File: src/rtl/pipeline_stall_ctrl_if.sv
`timescale 1ns/1ps
`default_nettype none
// ============================================================================
// Module   : pipeline_stall_ctrl_if
// Purpose  : Hazard inputs and per-register enable/flush outputs of the
//            pipeline stall/flush controller.
// Revision : 1.0 - initial release
// ============================================================================
interface pipeline_stall_ctrl_if #(
    parameter int REG_NUM_BITWIDTH = 5
);
    logic                        id_memRead;
    logic [REG_NUM_BITWIDTH-1:0] id_Rd;
    logic [REG_NUM_BITWIDTH-1:0] if_Rs1;
    logic [REG_NUM_BITWIDTH-1:0] if_Rs2;
    logic                        ex_branchTaken;
    logic                        mem_req;
    logic                        mem_ready;
    logic                        ex_mdOp;
    logic                        md_done;

    logic                        pc_en;
    logic                        ifid_en;
    logic                        idex_en;
    logic                        exmem_en;
    logic                        memwb_en;
    logic                        ifid_flush;
    logic                        idex_flush;
    logic                        exmem_flush;

    // Pipeline side: reports hazards, consumes enables and flushes.
    modport master (
        output id_memRead, id_Rd, if_Rs1, if_Rs2, ex_branchTaken,
               mem_req, mem_ready, ex_mdOp, md_done,
        input  pc_en, ifid_en, idex_en, exmem_en, memwb_en,
               ifid_flush, idex_flush, exmem_flush
    );

    // Controller side.
    modport slave (
        input  id_memRead, id_Rd, if_Rs1, if_Rs2, ex_branchTaken,
               mem_req, mem_ready, ex_mdOp, md_done,
        output pc_en, ifid_en, idex_en, exmem_en, memwb_en,
               ifid_flush, idex_flush, exmem_flush
    );
endinterface
`default_nettype wire

File: src/rtl/pipeline_stall_ctrl.sv
`timescale 1ns/1ps
`default_nettype none
// ============================================================================
// Module   : pipeline_stall_ctrl
// Purpose  : Central stall/flush controller for the 5-stage pipeline with
//            freeze watchdog and stalled-cycle performance counter.
// Revision : 1.0 - initial release
// ============================================================================
module pipeline_stall_ctrl #(
    parameter int TIMEOUT_CYC  = 1024,
    parameter int CNT_BITWIDTH = 32
) (
    input  wire logic                    clk,
    input  wire logic                    rst_n,
    pipeline_stall_ctrl_if.slave         io_pipe,
    input  wire logic                    i_perf_clr,
    output logic                         o_err,
    output logic [CNT_BITWIDTH-1:0]      o_stall_cnt
);

    localparam int                      c_WAIT_W    = $clog2(TIMEOUT_CYC);
    localparam logic [c_WAIT_W-1:0]     c_WAIT_LAST = c_WAIT_W'(TIMEOUT_CYC - 1);
    localparam logic [c_WAIT_W-1:0]     c_WAIT_ONE  = c_WAIT_W'(1);
    localparam logic [CNT_BITWIDTH-1:0] c_CNT_ONE   = CNT_BITWIDTH'(1);
    localparam logic [CNT_BITWIDTH-1:0] c_CNT_MAX   = '1;

    typedef enum logic [1:0] {
        S_RUN      = 2'd0,
        S_MEM_WAIT = 2'd1,
        S_MD_WAIT  = 2'd2,
        S_ERR      = 2'd3
    } state_t;

    state_t                  r_state;
    logic [c_WAIT_W-1:0]     r_wait_cnt;
    logic [CNT_BITWIDTH-1:0] r_stall_cnt;
    logic                    r_err;

    logic w_memfrz;
    logic w_mdfrz;
    logic w_frozen;
    logic w_branch;
    logic w_loaduse;

    logic w_pc_en;
    logic w_ifid_en;
    logic w_idex_en;
    logic w_exmem_en;
    logic w_memwb_en;
    logic w_ifid_flush;
    logic w_idex_flush;
    logic w_exmem_flush;

    assign w_memfrz  = io_pipe.mem_req & ~io_pipe.mem_ready;
    assign w_mdfrz   = io_pipe.ex_mdOp & ~io_pipe.md_done;
    assign w_frozen  = w_memfrz | w_mdfrz;
    assign w_branch  = io_pipe.ex_branchTaken;
    assign w_loaduse = io_pipe.id_memRead && (io_pipe.id_Rd != '0) &&
                       ((io_pipe.id_Rd == io_pipe.if_Rs1) ||
                        (io_pipe.id_Rd == io_pipe.if_Rs2));

    // Wait states differ from RUN only in bookkeeping; the same priority
    // chain drives the enables in RUN, MEM_WAIT and MD_WAIT.
    always_comb begin
        w_pc_en       = 1'b1;
        w_ifid_en     = 1'b1;
        w_idex_en     = 1'b1;
        w_exmem_en    = 1'b1;
        w_memwb_en    = 1'b1;
        w_ifid_flush  = 1'b0;
        w_idex_flush  = 1'b0;
        w_exmem_flush = 1'b0;
        if (!rst_n || (r_state == S_ERR) || w_memfrz) begin
            w_pc_en    = 1'b0;
            w_ifid_en  = 1'b0;
            w_idex_en  = 1'b0;
            w_exmem_en = 1'b0;
            w_memwb_en = 1'b0;
        end else if (w_mdfrz) begin
            // Older instructions drain through MEM/WB behind a bubble.
            w_pc_en       = 1'b0;
            w_ifid_en     = 1'b0;
            w_idex_en     = 1'b0;
            w_exmem_flush = 1'b1;
        end else if (w_branch) begin
            w_ifid_flush = 1'b1;
            w_idex_flush = 1'b1;
        end else if (w_loaduse) begin
            w_pc_en      = 1'b0;
            w_ifid_en    = 1'b0;
            w_idex_flush = 1'b1;
        end
    end

    always_ff @(posedge clk or negedge rst_n) begin
        if (!rst_n) begin
            r_state     <= S_RUN;
            r_wait_cnt  <= '0;
            r_stall_cnt <= '0;
            r_err       <= 1'b0;
        end else begin
            if (i_perf_clr) begin
                r_stall_cnt <= '0;
            end else if (!w_pc_en && (r_stall_cnt != c_CNT_MAX)) begin
                r_stall_cnt <= r_stall_cnt + c_CNT_ONE;
            end

            case (r_state)
                S_ERR: begin
                    r_err      <= 1'b1;
                    r_wait_cnt <= '0;
                end
                default: begin
                    if (w_frozen) begin
                        // r_wait_cnt holds earlier frozen cycles of this run.
                        if (r_wait_cnt == c_WAIT_LAST) begin
                            r_state    <= S_ERR;
                            r_err      <= 1'b1;
                            r_wait_cnt <= '0;
                        end else begin
                            r_wait_cnt <= r_wait_cnt + c_WAIT_ONE;
                            r_state    <= w_memfrz ? S_MEM_WAIT : S_MD_WAIT;
                        end
                    end else begin
                        r_wait_cnt <= '0;
                        r_state    <= S_RUN;
                    end
                end
            endcase
        end
    end

    assign io_pipe.pc_en       = w_pc_en;
    assign io_pipe.ifid_en     = w_ifid_en;
    assign io_pipe.idex_en     = w_idex_en;
    assign io_pipe.exmem_en    = w_exmem_en;
    assign io_pipe.memwb_en    = w_memwb_en;
    assign io_pipe.ifid_flush  = w_ifid_flush;
    assign io_pipe.idex_flush  = w_idex_flush;
    assign io_pipe.exmem_flush = w_exmem_flush;

    assign o_err       = r_err;
    assign o_stall_cnt = r_stall_cnt;

endmodule
`default_nettype wire

File: src/flat_wrapper.sv
// flat-port wrapper written by rule: the top's interface ports become plain ports
module pipeline_stall_ctrl_flat 
#(
    parameter int TIMEOUT_CYC  = 1024,
    parameter int CNT_BITWIDTH = 32
)
  (clk, rst_n, i_perf_clr, o_err, o_stall_cnt, io_pipe_id_memRead, io_pipe_id_Rd, io_pipe_if_Rs1, io_pipe_if_Rs2, io_pipe_ex_branchTaken, io_pipe_mem_req, io_pipe_mem_ready, io_pipe_ex_mdOp, io_pipe_md_done, io_pipe_pc_en, io_pipe_ifid_en, io_pipe_idex_en, io_pipe_exmem_en, io_pipe_memwb_en, io_pipe_ifid_flush, io_pipe_idex_flush, io_pipe_exmem_flush);
  pipeline_stall_ctrl_if #(.REG_NUM_BITWIDTH(5)) io_pipe_i ();
  input  wire logic clk;
  input  wire logic rst_n;
  input  wire logic i_perf_clr;
  output logic o_err;
  output logic [CNT_BITWIDTH-1:0] o_stall_cnt;
  input wire logic [$bits(io_pipe_i.id_memRead)-1:0] io_pipe_id_memRead;
  input wire logic [$bits(io_pipe_i.id_Rd)-1:0] io_pipe_id_Rd;
  input wire logic [$bits(io_pipe_i.if_Rs1)-1:0] io_pipe_if_Rs1;
  input wire logic [$bits(io_pipe_i.if_Rs2)-1:0] io_pipe_if_Rs2;
  input wire logic [$bits(io_pipe_i.ex_branchTaken)-1:0] io_pipe_ex_branchTaken;
  input wire logic [$bits(io_pipe_i.mem_req)-1:0] io_pipe_mem_req;
  input wire logic [$bits(io_pipe_i.mem_ready)-1:0] io_pipe_mem_ready;
  input wire logic [$bits(io_pipe_i.ex_mdOp)-1:0] io_pipe_ex_mdOp;
  input wire logic [$bits(io_pipe_i.md_done)-1:0] io_pipe_md_done;
  output wire logic [$bits(io_pipe_i.pc_en)-1:0] io_pipe_pc_en;
  output wire logic [$bits(io_pipe_i.ifid_en)-1:0] io_pipe_ifid_en;
  output wire logic [$bits(io_pipe_i.idex_en)-1:0] io_pipe_idex_en;
  output wire logic [$bits(io_pipe_i.exmem_en)-1:0] io_pipe_exmem_en;
  output wire logic [$bits(io_pipe_i.memwb_en)-1:0] io_pipe_memwb_en;
  output wire logic [$bits(io_pipe_i.ifid_flush)-1:0] io_pipe_ifid_flush;
  output wire logic [$bits(io_pipe_i.idex_flush)-1:0] io_pipe_idex_flush;
  output wire logic [$bits(io_pipe_i.exmem_flush)-1:0] io_pipe_exmem_flush;
  assign io_pipe_i.id_memRead = io_pipe_id_memRead;
  assign io_pipe_i.id_Rd = io_pipe_id_Rd;
  assign io_pipe_i.if_Rs1 = io_pipe_if_Rs1;
  assign io_pipe_i.if_Rs2 = io_pipe_if_Rs2;
  assign io_pipe_i.ex_branchTaken = io_pipe_ex_branchTaken;
  assign io_pipe_i.mem_req = io_pipe_mem_req;
  assign io_pipe_i.mem_ready = io_pipe_mem_ready;
  assign io_pipe_i.ex_mdOp = io_pipe_ex_mdOp;
  assign io_pipe_i.md_done = io_pipe_md_done;
  assign io_pipe_pc_en = io_pipe_i.pc_en;
  assign io_pipe_ifid_en = io_pipe_i.ifid_en;
  assign io_pipe_idex_en = io_pipe_i.idex_en;
  assign io_pipe_exmem_en = io_pipe_i.exmem_en;
  assign io_pipe_memwb_en = io_pipe_i.memwb_en;
  assign io_pipe_ifid_flush = io_pipe_i.ifid_flush;
  assign io_pipe_idex_flush = io_pipe_i.idex_flush;
  assign io_pipe_exmem_flush = io_pipe_i.exmem_flush;
  pipeline_stall_ctrl #(.TIMEOUT_CYC(TIMEOUT_CYC), .CNT_BITWIDTH(CNT_BITWIDTH)) u_core (.clk(clk), .rst_n(rst_n), .io_pipe(io_pipe_i), .i_perf_clr(i_perf_clr), .o_err(o_err), .o_stall_cnt(o_stall_cnt));
endmodule
File: config.mk
export PLATFORM = sky130hd
export DESIGN_NAME = pipeline_stall_ctrl_flat
export DESIGN_NICKNAME = d
export VERILOG_FILES = /design/src/rtl/pipeline_stall_ctrl_if.sv /design/src/rtl/pipeline_stall_ctrl.sv /design/src/flat_wrapper.sv
export SDC_FILE = /design/constraint.sdc
export NUM_CORES = 1
export LEC_CHECK = 0
export ABC_AREA = 0
export ABC_CLOCK_PERIOD_IN_PS = 3500
export CAP_MARGIN = 10
export CELL_PAD_IN_SITES_DETAIL_PLACEMENT = 1
export CELL_PAD_IN_SITES_GLOBAL_PLACEMENT = 1
export CORE_MARGIN = 2
export CORE_UTILIZATION = 40
export DETAILED_ROUTE_END_ITERATION = 7
export PLACE_DENSITY_LB_ADDON = 0.1
export SLEW_MARGIN = 0
export SYNTH_ARGS = -nofsm -noshare
export SYNTH_HDL_FRONTEND = slang
export SYNTH_SLANG_ARGS = --single-unit
File: constraint.sdc
create_clock -name clk -period 3.5 [get_ports clk]
set_clock_uncertainty 0.1 [all_clocks]
set_input_delay 0.7 -clock clk [delete_from_list [all_inputs] [get_ports clk]]
set_output_delay 0.7 -clock clk [all_outputs]
set_load 0.01 [all_outputs]
After elaboration in Yosys (flattened, before gate mapping)
Cells that the tools add are included.

Register bits after elaboration: 45. Latch bits: 0. Bits in writable memories: 0. Memory bits (read-only): 0. Input bits: 24. Word-level logic and storage cells: 56. Memories kept: 0.

Add/subtract/negate cells: 2. $mul: 0. Divide/modulo/power cells: 0. $lt $le $gt $ge: 0. Eq/ne operators: 5. Shift-type cells: 0. Mux-type cells: 27. Bitwise logic cells: 5. Reductions and logical operators: 13.

Operators by type and width (count): $mux 32 (2); $add 32x1->32 const B (1); $ne 32x32->1 const B (1); $mux 10 (3); $mux 1 (19); $add 10x1->10 const B (1); $eq 10x10->1 const B (1); $eq 5x5->1 (2); $mux 2 (3); $reduce_bool 2->1 (3); $reduce_bool 5->1 (1); $logic_and 1x1->1 (3); $logic_or 1x1->1 (3); $and 1x1->1 (2); $eq 2x2->1 const B (1); $logic_not 1->1 (2); $not 1->1 (2); $reduce_and 2->1 (1); $or 1x1->1 (1).

Depth between registers and ports, before layout
Gate-level depths: netlist of run 1.

Depth in word-level cells: 11. Depth in mapped cells: 8. Gate-level depth less buffers: 6.

Worst setup path before layout of run 1
OpenSTA, ideal clock, no wires.

Path kind: input -> output. From: input port io_pipe_id_Rd[0]. To: output port io_pipe_pc_en. Arrival time: 1.929 ns. Setup slack: 0.771 ns. Stages on the path: 5. Path through: or4_1 > o21ai_2 > nor2_1 > a21oi_1 > buf_4.

Longest elaborated chain between the ends: 7. Elaborated cells on any way between the ends: 10.

RTL lines: start: declaration (line flat_wrapper.sv:15) `input wire logic [$bits(io_pipe_i.id_Rd)-1:0] io_pipe_id_Rd;`; $eq 5x5->1 (tied with other cells) (line pipeline_stall_ctrl.sv:59) `((io_pipe.id_Rd == io_pipe.if_Rs1) ||`; $logic_or 1x1->1 / $logic_and 1x1->1 (equally long branches) (line pipeline_stall_ctrl.sv:59, pipeline_stall_ctrl.sv:58); $logic_and 1x1->1 * (line pipeline_stall_ctrl.sv:58) `assign w_loaduse = io_pipe.id_memRead && (io_pipe.id_Rd != '0) &&`; $mux 1 * (4 in a row); end: declaration (line flat_wrapper.sv:23) `output wire logic [$bits(io_pipe_i.pc_en)-1:0] io_pipe_pc_en;`.

Every way passes the cells marked *; elsewhere a longest branch is shown, timed or not.

Worst setup path in the final report of run 1
From: input port io_pipe_id_Rd[0]. To: output port io_pipe_ifid_en.

Longest elaborated chain between the ends: 7. Elaborated cells on any way between the ends: 10.

RTL lines: $eq 5x5->1 (tied with other cells) (line pipeline_stall_ctrl.sv:59); $logic_or 1x1->1 / $logic_and 1x1->1 (equally long branches) (line pipeline_stall_ctrl.sv:59, pipeline_stall_ctrl.sv:58); $logic_and 1x1->1 * (line pipeline_stall_ctrl.sv:58); $mux 1 * (line pipeline_stall_ctrl.sv:88) `end else if (w_loaduse) begin`; $mux 1 * (line pipeline_stall_ctrl.sv:85) `end else if (w_branch) begin`; $mux 1 * (line pipeline_stall_ctrl.sv:79) `end else if (w_mdfrz) begin`; $mux 1 * (line pipeline_stall_ctrl.sv:73) `if (!rst_n || (r_state == S_ERR) || w_memfrz) begin`; end: declaration (line flat_wrapper.sv:24) `output wire logic [$bits(io_pipe_i.ifid_en)-1:0] io_pipe_ifid_en;`.

Marks and branches as above.

==> flow_summary.json, run 1 <==
{
  "yosys.area.top_type": "dfrtp_1",
  "drtIter0Drc": 72,
  "path_clk_slew_ns": 0.08,
  "fmax_mhz": 304.5,
  "pin_count": 65,
  "cts_tree": "done",
  "grt_pass1_wl_mm": 11.39,
  "rrSetupSlack_ns": 1.11,
  "cp_max_fo": 3,
  "synth_area_sq_um": 2650,
  "setup_viol": 0,
  "max_slew_margin_pct": 57.48,
  "hold_viol_final": 0,
  "rsz0062_at_grt": "false",
  "grt_max_degree": 46,
  "timing.critical_path.from_type": "primary input",
  "cts.sinks": 45,
  "num_rows": 29,
  "n_antenna_cell": 0,
  "numCtsBuffers": 5,
  "ys_top_cells_by_area": "dfrtp_1 (42%), a21oi_1 (5.3%), xnor2_1 (4.0%)",
  "cp-end-kind": "output pin",
  "clockRootBuffer": "clkbuf_8",
  "netlist_instances": 281,
  "grt_pass1_vias": 2379,
  "fin_crit_sh_pct": 93.84,
  "power_density_nw_per_um2": 269.7,
  "ys_warn_count": 0,
  "syn2layout_area_growth_pct": 31.44,
  "peakVddDrop_v": 0.0001614,
  "die_w_microns": 85.40,
  "floorplan.initialDensity_pct": 41.50,
  "hold_path_class": "reg2reg",
  "wl_mm": 6.802,
  "num_vias": 2407,
  "ys_seq_area_share_pct": 42.49,
  "nNetsFinal": 379,
  "dieArea_sq_um": 7292,
  "status": "finished, final reports clean",
  "clock_latency_ns": 0.30,
  "maxSlewViolCount": 0,
  "drive_gt1_share_pct": 10.17,
  "ys.flop_type": "dfrtp_1",
  "finalCriticalPeriod_ns": 3.285,
  "postSynth.asyncResetShare_pct": 100.0,
  "ant_nets": 0,
  "power.total_uw": 939.4,
  "drc": 0,
  "synth_common_cells": "dfrtp_1 (45), a21oi_1 (28), nand2_1 (25), nor2_1 (21), nand3_1 (18)",
  "synth.most_common_cell": "dfrtp_1",
  "cap_violations": 0,
  "dpl.hpwl_mm": 4.897,
  "synth_edf_count": 0,
  "core_sq_um": 6386,
  "avgViaCountPerCell": 5.585,
  "synth_seq_cells": 45,
  "pre_cts_ws_ns": -0.07303,
  "io_buffers": 64,
  "worst_slew_pin_slew_ns": 0.6347,
  "routedWlPerCell_microns": 15.78,
  "fillers": 763,
  "antenna_found_initial": 0,
  "synth_top_area_share_pct": 42.49,
  "synth_cell_types": 50,
  "criticalPathCategory": "in2out",
  "avgSynthCellArea_sq_um": 9.431,
  "worst_slack_ns": 0.2155,
  "cp.required_ns": 2.70,
  "htreeDepth": 2,
  "grt_use_total_pct": 19.24,
  "grt.overflow.total": 0,
  "globalplace.congestion": 0.7360,
  "leakagePower_nw": 1.333,
  "dieHeight_microns": 85.40,
  "clockBufferDepth": 2,
  "dr.pass1.iters": 4,
  "cp.arrival_ns": 2.48,
  "hold_buffers": 0,
  "synth_nets": 307
}
## registers in the layout (all words and copies together), names as in the netlist
register,cells
u_core.o_err,1
u_core.r_state,2
u_core.o_stall_cnt,32
u_core.r_wait_cnt,10
## final cells by class
class	count	area, sq um	share of cell area (%)
clock buffers	6	72.57	2.083
flip-flops and latches	45	1126	32.33
well taps	77	96.34	2.766
multi-input cells	220	1418	40.70
repair buffers	77	745.7	21.41
clock inverters	2	10.01	0.2874
inverters	4	15.01	0.4310
## cell usage in the layout, fill, tap and decap left out, types with 3 or more instances in the layout
cell type        synthesis  final
clkdlybuf4s50_1          0     60
dfrtp_1                 45     45
a21oi_1                 28     28
nand2_1                 25     25
nor2_1                  21     21
nand3_1                 18     18
or3_1                   13     13
xnor2_1                 12     12
or4_1                   12     12
o31ai_1                 12     12
buf_4                    3     12
o21ai_1                 11     11
xor2_1                   8      8
and3_1                   6      6
nand4_1                  6      6
and4_1                   5      5
clkbuf_8                 0      5
inv_1                    4      4
and2b_1                  3      3
o21ai_0                  3      3
nor2b_1                  3      3
## cell families after synthesis
group	Yosys count	synth area share [%]
xor gates and xnor gates	20	6.610
AOI/OAI and AO/OA	64	15.25
and+or+nand+nor	131	29.32
adders and majority gates	2	0.9441
DFF	45	42.49
muxes	3	1.369
buffers and inverters	16	4.012
## worst max-delay path: stages
cell and delay (ns):
clkdlybuf4s50_1 0.42, or4_1 0.56, o21ai_2 0.20, nor2_1 0.06, a21oi_1 0.23, dlygate4sd2_1 0.32
## per-layer routing
layer  share of wire, %  GRT usage, %  vias up
li1                   -             -     1183
met1                 47         25.29     1174
met2                 50         32.95       44
met3                3.0         3.405        6
met4               0.75         4.618        0
met5                  0             0        -
## report_power, final
group	internal, mW	switching, mW
Clock	0.139	0.183
Sequential	0.522	0.00508
Combinational	0.0493	0.0416
Total	0.710	0.229
## worst paths after layout
check | from | end | cells past startpoint
worst max register to register | u_core.o_stall_cnt[0]$_DFFE_PN0P_ | u_core.o_stall_cnt[11]$_DFFE_PN0P_ | 7
max in group asynchronous | rst_n | u_core.o_stall_cnt[23]$_DFFE_PN0P_ | 2
worst max-delay path | io_pipe_id_Rd[0] | io_pipe_ifid_en | 6
min in group asynchronous | rst_n | u_core.r_wait_cnt[5]$_DFF_PN0_ | 2
worst min register to register | u_core.o_err$_DFFE_PN0P_ | u_core.o_err$_DFFE_PN0P_ | 1
worst min-delay path | u_core.o_err$_DFFE_PN0P_ | u_core.o_err$_DFFE_PN0P_ | 1
## metrics by stage
step                      TNS [ns]  area, sq um  instances  hold WS [ns]  utilization [%]
after floorplan                  0         2650        281        0.3044                -
after global placement           0         3393        422        0.3563            53.13
after detailed placement   -0.1382         3393        422        0.3691            53.13
after CTS                        0         3473        430        0.4062            54.39
after global routing             0         3483        431        0.4287            54.55
final                            0         3483        431        0.3900            54.55
## what timing repair did
action / in CTS / in global routing
endpoints found under the setup margin: 2 / 1
pin swaps: 0 / 1
buffers inserted: 0 / 1
resized for setup: 2 / 1
gates cloned: 0 / 0
Power figures use the tool's default switching activity.
==> inputs of run 2 (changes only) <==
--- a/config.mk
+++ b/config.mk
@@ -10,7 +10,7 @@
 export CAP_MARGIN = 10
 export CELL_PAD_IN_SITES_DETAIL_PLACEMENT = 1
 export CELL_PAD_IN_SITES_GLOBAL_PLACEMENT = 1
-export CORE_MARGIN = 2
+export CORE_MARGIN = 1
 export CORE_UTILIZATION = 40
 export DETAILED_ROUTE_END_ITERATION = 7
 export PLACE_DENSITY_LB_ADDON = 0.1
==> run 2 against run 1 <==
Routed wire length rose by 1.5%; first-iteration DRC count fell by 13%; non-clock buffer count fell by 1; fmax rose by 2.1%; core utilization did not move; critical path depth did not move; critical path type unchanged.
==> flow_summary.json, run 2 (same netlist as run 1, synthesis figures left out) <==
{
  "timing.critical_path.from_type": "primary input",
  "globalplace.congestion": 0.7130,
  "htreeDepth": 2,
  "status": "finished, final reports clean",
  "path_clk_slew_ns": 0.08,
  "dieArea_sq_um": 6955,
  "worst_slew_pin_slew_ns": 0.6522,
  "drtIter0Drc": 63,
  "setup_viol": 0,
  "grt.overflow.total": 0,
  "hold_path_class": "reg2reg",
  "pin_count": 65,
  "core_sq_um": 6386,
  "peakVddDrop_v": 0.0002227,
  "cp_max_fo": 4,
  "antenna_found_initial": 0,
  "drive_gt1_share_pct": 10.20,
  "wl_mm": 6.905,
  "clockBufferDepth": 2,
  "grt_max_degree": 46,
  "rrSetupSlack_ns": 1.10,
  "power_density_nw_per_um2": 269.0,
  "num_rows": 29,
  "cp.arrival_ns": 2.42,
  "die_w_microns": 83.40,
  "cap_violations": 0,
  "post-route-util_pct": 54.55,
  "avgViaCountPerCell": 5.649,
  "nNetsFinal": 378,
  "numCtsBuffers": 5,
  "criticalPathCategory": "in2out",
  "clockRootBuffer": "clkbuf_8",
  "cts.sinks": 45,
  "grt_pass1_wl_mm": 11.79,
  "fmax_mhz": 311.0,
  "cts_tree": "done",
  "grt_pass1_vias": 2490,
  "drc": 0,
  "stdcell_area_sq_um": 3483,
  "hold_buffers": 0,
  "max_slew_margin_pct": 56.43,
  "hold_viol_final": 0,
  "clock_latency_ns": 0.30,
  "grt_use_total_pct": 20.69,
  "hold_ws_ns": 0.4036,
  "layout_common_cells": "clkdlybuf4s50_1 (60), dfrtp_1 (45), a21oi_1 (27)",
  "instances_no_fill": 430,
  "dpl.hpwl_mm": 5.104,
  "postPlaceCellArea_sq_um": 3393,
  "num_vias": 2429,
  "largest_reg_flops": 32,
  "cp-end-kind": "output pin",
  "fin_crit_sh_pct": 91.88,
  "leakagePower_nw": 1.342,
  "finalCriticalPeriod_ns": 3.216,
  "dr.pass1.iters": 4,
  "io_buffers": 64,
  "dp.cells": 422,
  "final_common_cell": "clkdlybuf4s50_1",
  "syn2layout_area_growth_pct": 31.44,
  "cp.required_ns": 2.70,
  "setup_tns_ns": 0,
  "floorplan.initialDensity_pct": 41.50,
  "routedWlPerCell_microns": 16.06,
  "dieHeight_microns": 83.40,
  "maxSlewViolCount": 0,
  "n_antenna_cell": 0,
  "rsz0062_at_grt": "false",
  "ant_nets": 0
}
==> run 2: cell types whose count changed in the layout (fill, tap and decap cells not counted), sizes merged <==
cell          before  now
buf               14   13
dlygate4sd2        2    1
dlymetal6s2s       1    2
==> run 2: layout make-up <==
class	instances	area, sq um
fill	733	2903
timing repair buffer	76	742.0
inverter	4	15.01
sequential	45	1126
multi-input combinational	220	1421
tap	77	96.34
clock inverter	2	10.01
clock buffer	6	72.57
==> run 2: critical path, stage by stage <==
cell and delay (ns):
clkdlybuf4s50_1 0.47, and2b_1 0.24, nor3_4 0.21, buf_4 0.14, and2_1 0.11, clkdlybuf4s50_1 0.55
==> run 2: worst paths after layout <==
kind,end,start,cells past startpoint
max,io_pipe_ifid_flush,io_pipe_mem_ready,6
min,u_core.o_err$_DFFE_PN0P_,u_core.o_err$_DFFE_PN0P_,1
max reg2reg,u_core.o_stall_cnt[1]$_DFFE_PN0P_,u_core.o_stall_cnt[18]$_DFFE_PN0P_,7
min reg2reg,u_core.o_err$_DFFE_PN0P_,u_core.o_err$_DFFE_PN0P_,1
max in group asynchronous,u_core.o_stall_cnt[5]$_DFFE_PN0P_,rst_n,2
min in group asynchronous,u_core.r_wait_cnt[4]$_DFF_PN0_,rst_n,2
==> run 2: through the flow <==
step,total power [mW],setup slack (ns)
2_1_floorplan,0.5698,0.7712
3_3_place_gp,0.6276,0.01657
3_5_place_dp,0.6293,-0.05654
4_1_cts,0.9494,0.03269
5_1_grt,0.9737,0.2251
6_report,0.9371,0.2842
==> run 2: per-layer routing <==
layer / up-vias / track usage [%] / share of wire [%]
met1: 1201 / 26.75 / 45
met4: 0 / 3.292 / 0.61
met3: 5 / 3.181 / 2.6
met5: - / 0 / 0
met2: 41 / 37.03 / 51
li1: 1182 / - / -
==> run 2: power by group <==
| part | internal (mW) | leakage, nW | switching (mW) |
|---|---|---|---|
| clock | 0.139 | 0.0450 | 0.181 |
| sequential | 0.522 | 0.611 | 0.00539 |
| combinational | 0.0484 | 0.686 | 0.0414 |
| total | 0.709 | 1.34 | 0.228 |
==> run 2: what timing repair did <==
| action | 4_1_cts | 5_1_grt |
|---|---|---|
| pin swaps | 0 | 1 |
| resized for setup | 2 | 2 |
| endpoints found under the setup margin | 2 | 2 |
| buffers inserted | 0 | 0 |
==> inputs of run 3 (changes only) <==
--- a/config.mk
+++ b/config.mk
@@ -14,6 +14,7 @@
 export CORE_UTILIZATION = 40
 export DETAILED_ROUTE_END_ITERATION = 7
 export PLACE_DENSITY_LB_ADDON = 0.1
+export REMOVE_ABC_BUFFERS = 1
 export SLEW_MARGIN = 0
 export SYNTH_ARGS = -nofsm -noshare
 export SYNTH_HDL_FRONTEND = slang
==> run 3 against run 2 <==
Non-clock buffer count up 3; critical path depth unchanged; register-to-register slack improved by 0.06 ns; die area stayed put; via count fell by 0.49%; clock power up 30%; design area grew 1.4%; flip-flop and latch count unchanged.
==> flow_summary.json, run 3 (same netlist as run 1, synthesis figures left out) <==
{
  "pin_count": 65,
  "clockBufferDepth": 2,
  "largest_reg_flops": 32,
  "power_density_nw_per_um2": 293.4,
  "nNetsFinal": 381,
  "hold_ws_ns": 0.3977,
  "cp-end-kind": "output pin",
  "drive_gt1_share_pct": 10.96,
  "fin_crit_sh_pct": 92.44,
  "maxSlewViolCount": 0,
  "avgViaCountPerCell": 5.582,
  "peakVddDrop_v": 0.0001688,
  "worst_slew_pin_slew_ns": 0.6598,
  "rsz0062_at_grt": "false",
  "htreeDepth": 2,
  "dieArea_sq_um": 6955,
  "cap_violations": 0,
  "num_rows": 29,
  "cp.required_ns": 2.70,
  "n_antenna_cell": 0,
  "dieHeight_microns": 83.40,
  "path_clk_slew_ns": 0.08,
  "routedWlPerCell_microns": 15.31,
  "max_slew_margin_pct": 55.88,
  "status": "finished, final reports clean",
  "leakagePower_nw": 1.381,
  "criticalPathCategory": "in2out",
  "floorplan.initialDensity_pct": 41.50,
  "timing.critical_path.from_type": "primary input",
  "cts.sinks": 45,
  "clockRootBuffer": "clkbuf_8",
  "ant_nets": 0,
  "cp_max_fo": 4,
  "grt_pass1_vias": 2440,
  "wl_mm": 6.629,
  "grt_use_total_pct": 20.11,
  "hold_viol_final": 0,
  "syn2layout_area_growth_pct": 33.24,
  "globalplace.congestion": 0.7037,
  "grt_max_degree": 46,
  "drtIter0Drc": 98,
  "num_vias": 2417,
  "setup_viol": 0,
  "numCtsBuffers": 5,
  "cp.arrival_ns": 2.44,
  "core_sq_um": 6386,
  "drc": 0,
  "antenna_found_initial": 0,
  "clock_latency_ns": 0.30,
  "grt_pass1_wl_mm": 11.56,
  "cts_tree": "done",
  "dr.pass1.iters": 4,
  "grt.overflow.total": 0,
  "io_buffers": 64,
  "dpl.hpwl_mm": 4.871,
  "fmax_mhz": 309.1,
  "hold_path_class": "reg2reg",
  "die_w_microns": 83.40,
  "finalCriticalPeriod_ns": 3.235,
  "layout_common_cells": "clkdlybuf4s50_1 (60), dfrtp_1 (45), a21oi_1 (27)",
  "final_common_cell": "clkdlybuf4s50_1",
  "power.total_mw": 1.036
}
run 3: routing by layer:
| metal | global-route usage (%) | share of wire [%] | vias to the layer above | wire length (microns) |
|---|---|---|---|---|
| li1 | - | - | 1184 | - |
| met1 | 27.48 | 50 | 1180 | 3285 |
| met2 | 33.38 | 46 | 46 | 3066 |
| met3 | 3.280 | 3.2 | 7 | 215 |
| met4 | 4.702 | 0.92 | 0 | 61 |
| met5 | 0 | 0 | - | 0 |
run 3: power breakdown:
group,leakage (nW),internal [mW],switching (mW)
combinational,0.712,0.0493,0.0419
sequential,0.611,0.522,0.00503
clock,0.0585,0.233,0.184
total,1.38,0.805,0.231
run 3: area by class of cell:
type                            count  area, sq um
Fill cell                         754         2855
Multi-Input combinational cell    220         1421
Sequential cell                    45         1126
Timing Repair Buffer               79        755.7
Tap cell                           77        96.34
Clock buffer                        7        86.33
Clock inverter                      1        30.03
Inverter                            4        15.01
run 3: final timing paths:
path,end,cells past startpoint,from,slack (ns)
setup / recovery,io_pipe_ifid_flush,6,io_pipe_mem_ready,0.26
hold / removal,u_core.o_err$_DFFE_PN0P_,1,u_core.o_err$_DFFE_PN0P_,0.40
setup reg to reg,u_core.o_stall_cnt[22]$_DFFE_PN0P_,7,u_core.o_stall_cnt[0]$_DFFE_PN0P_,1.16
hold reg to reg,u_core.o_err$_DFFE_PN0P_,1,u_core.o_err$_DFFE_PN0P_,0.40
max in group asynchronous,u_core.o_stall_cnt[11]$_DFFE_PN0P_,2,rst_n,2.47
min in group asynchronous,u_core.r_wait_cnt[4]$_DFF_PN0_,2,rst_n,0.42
run 3: metrics by stage:
step                      setup TNS [ns]  instance area (sq um)  std cells  util (%)  setup slack, ns
after global routing                   0                   3531        433     55.29           0.1889
after detailed placement        -0.07206                   3396        424     53.17         -0.03722
after global placement                 0                   3396        424     53.17         0.004164
after CTS                              0                   3516        432     55.05          0.02231
after floorplan                        0                   2559        269         -           0.7579
final                                  0                   3531        433     55.29           0.2647
run 3: timing repair:
item,CTS,global route
setup endpoints to repair,2,3
hold buffers,0,0
gates cloned,0,0
setup buffers,0,1
resized for setup,1,3
pin swaps,0,1
run 3: worst max-delay path, cell delays in order:
cell and delay, ns:
clkdlybuf4s50_1 0.47, and2b_1 0.24, nor3_4 0.21, buf_4 0.15
and2_1 0.12, clkdlybuf4s50_1 0.54
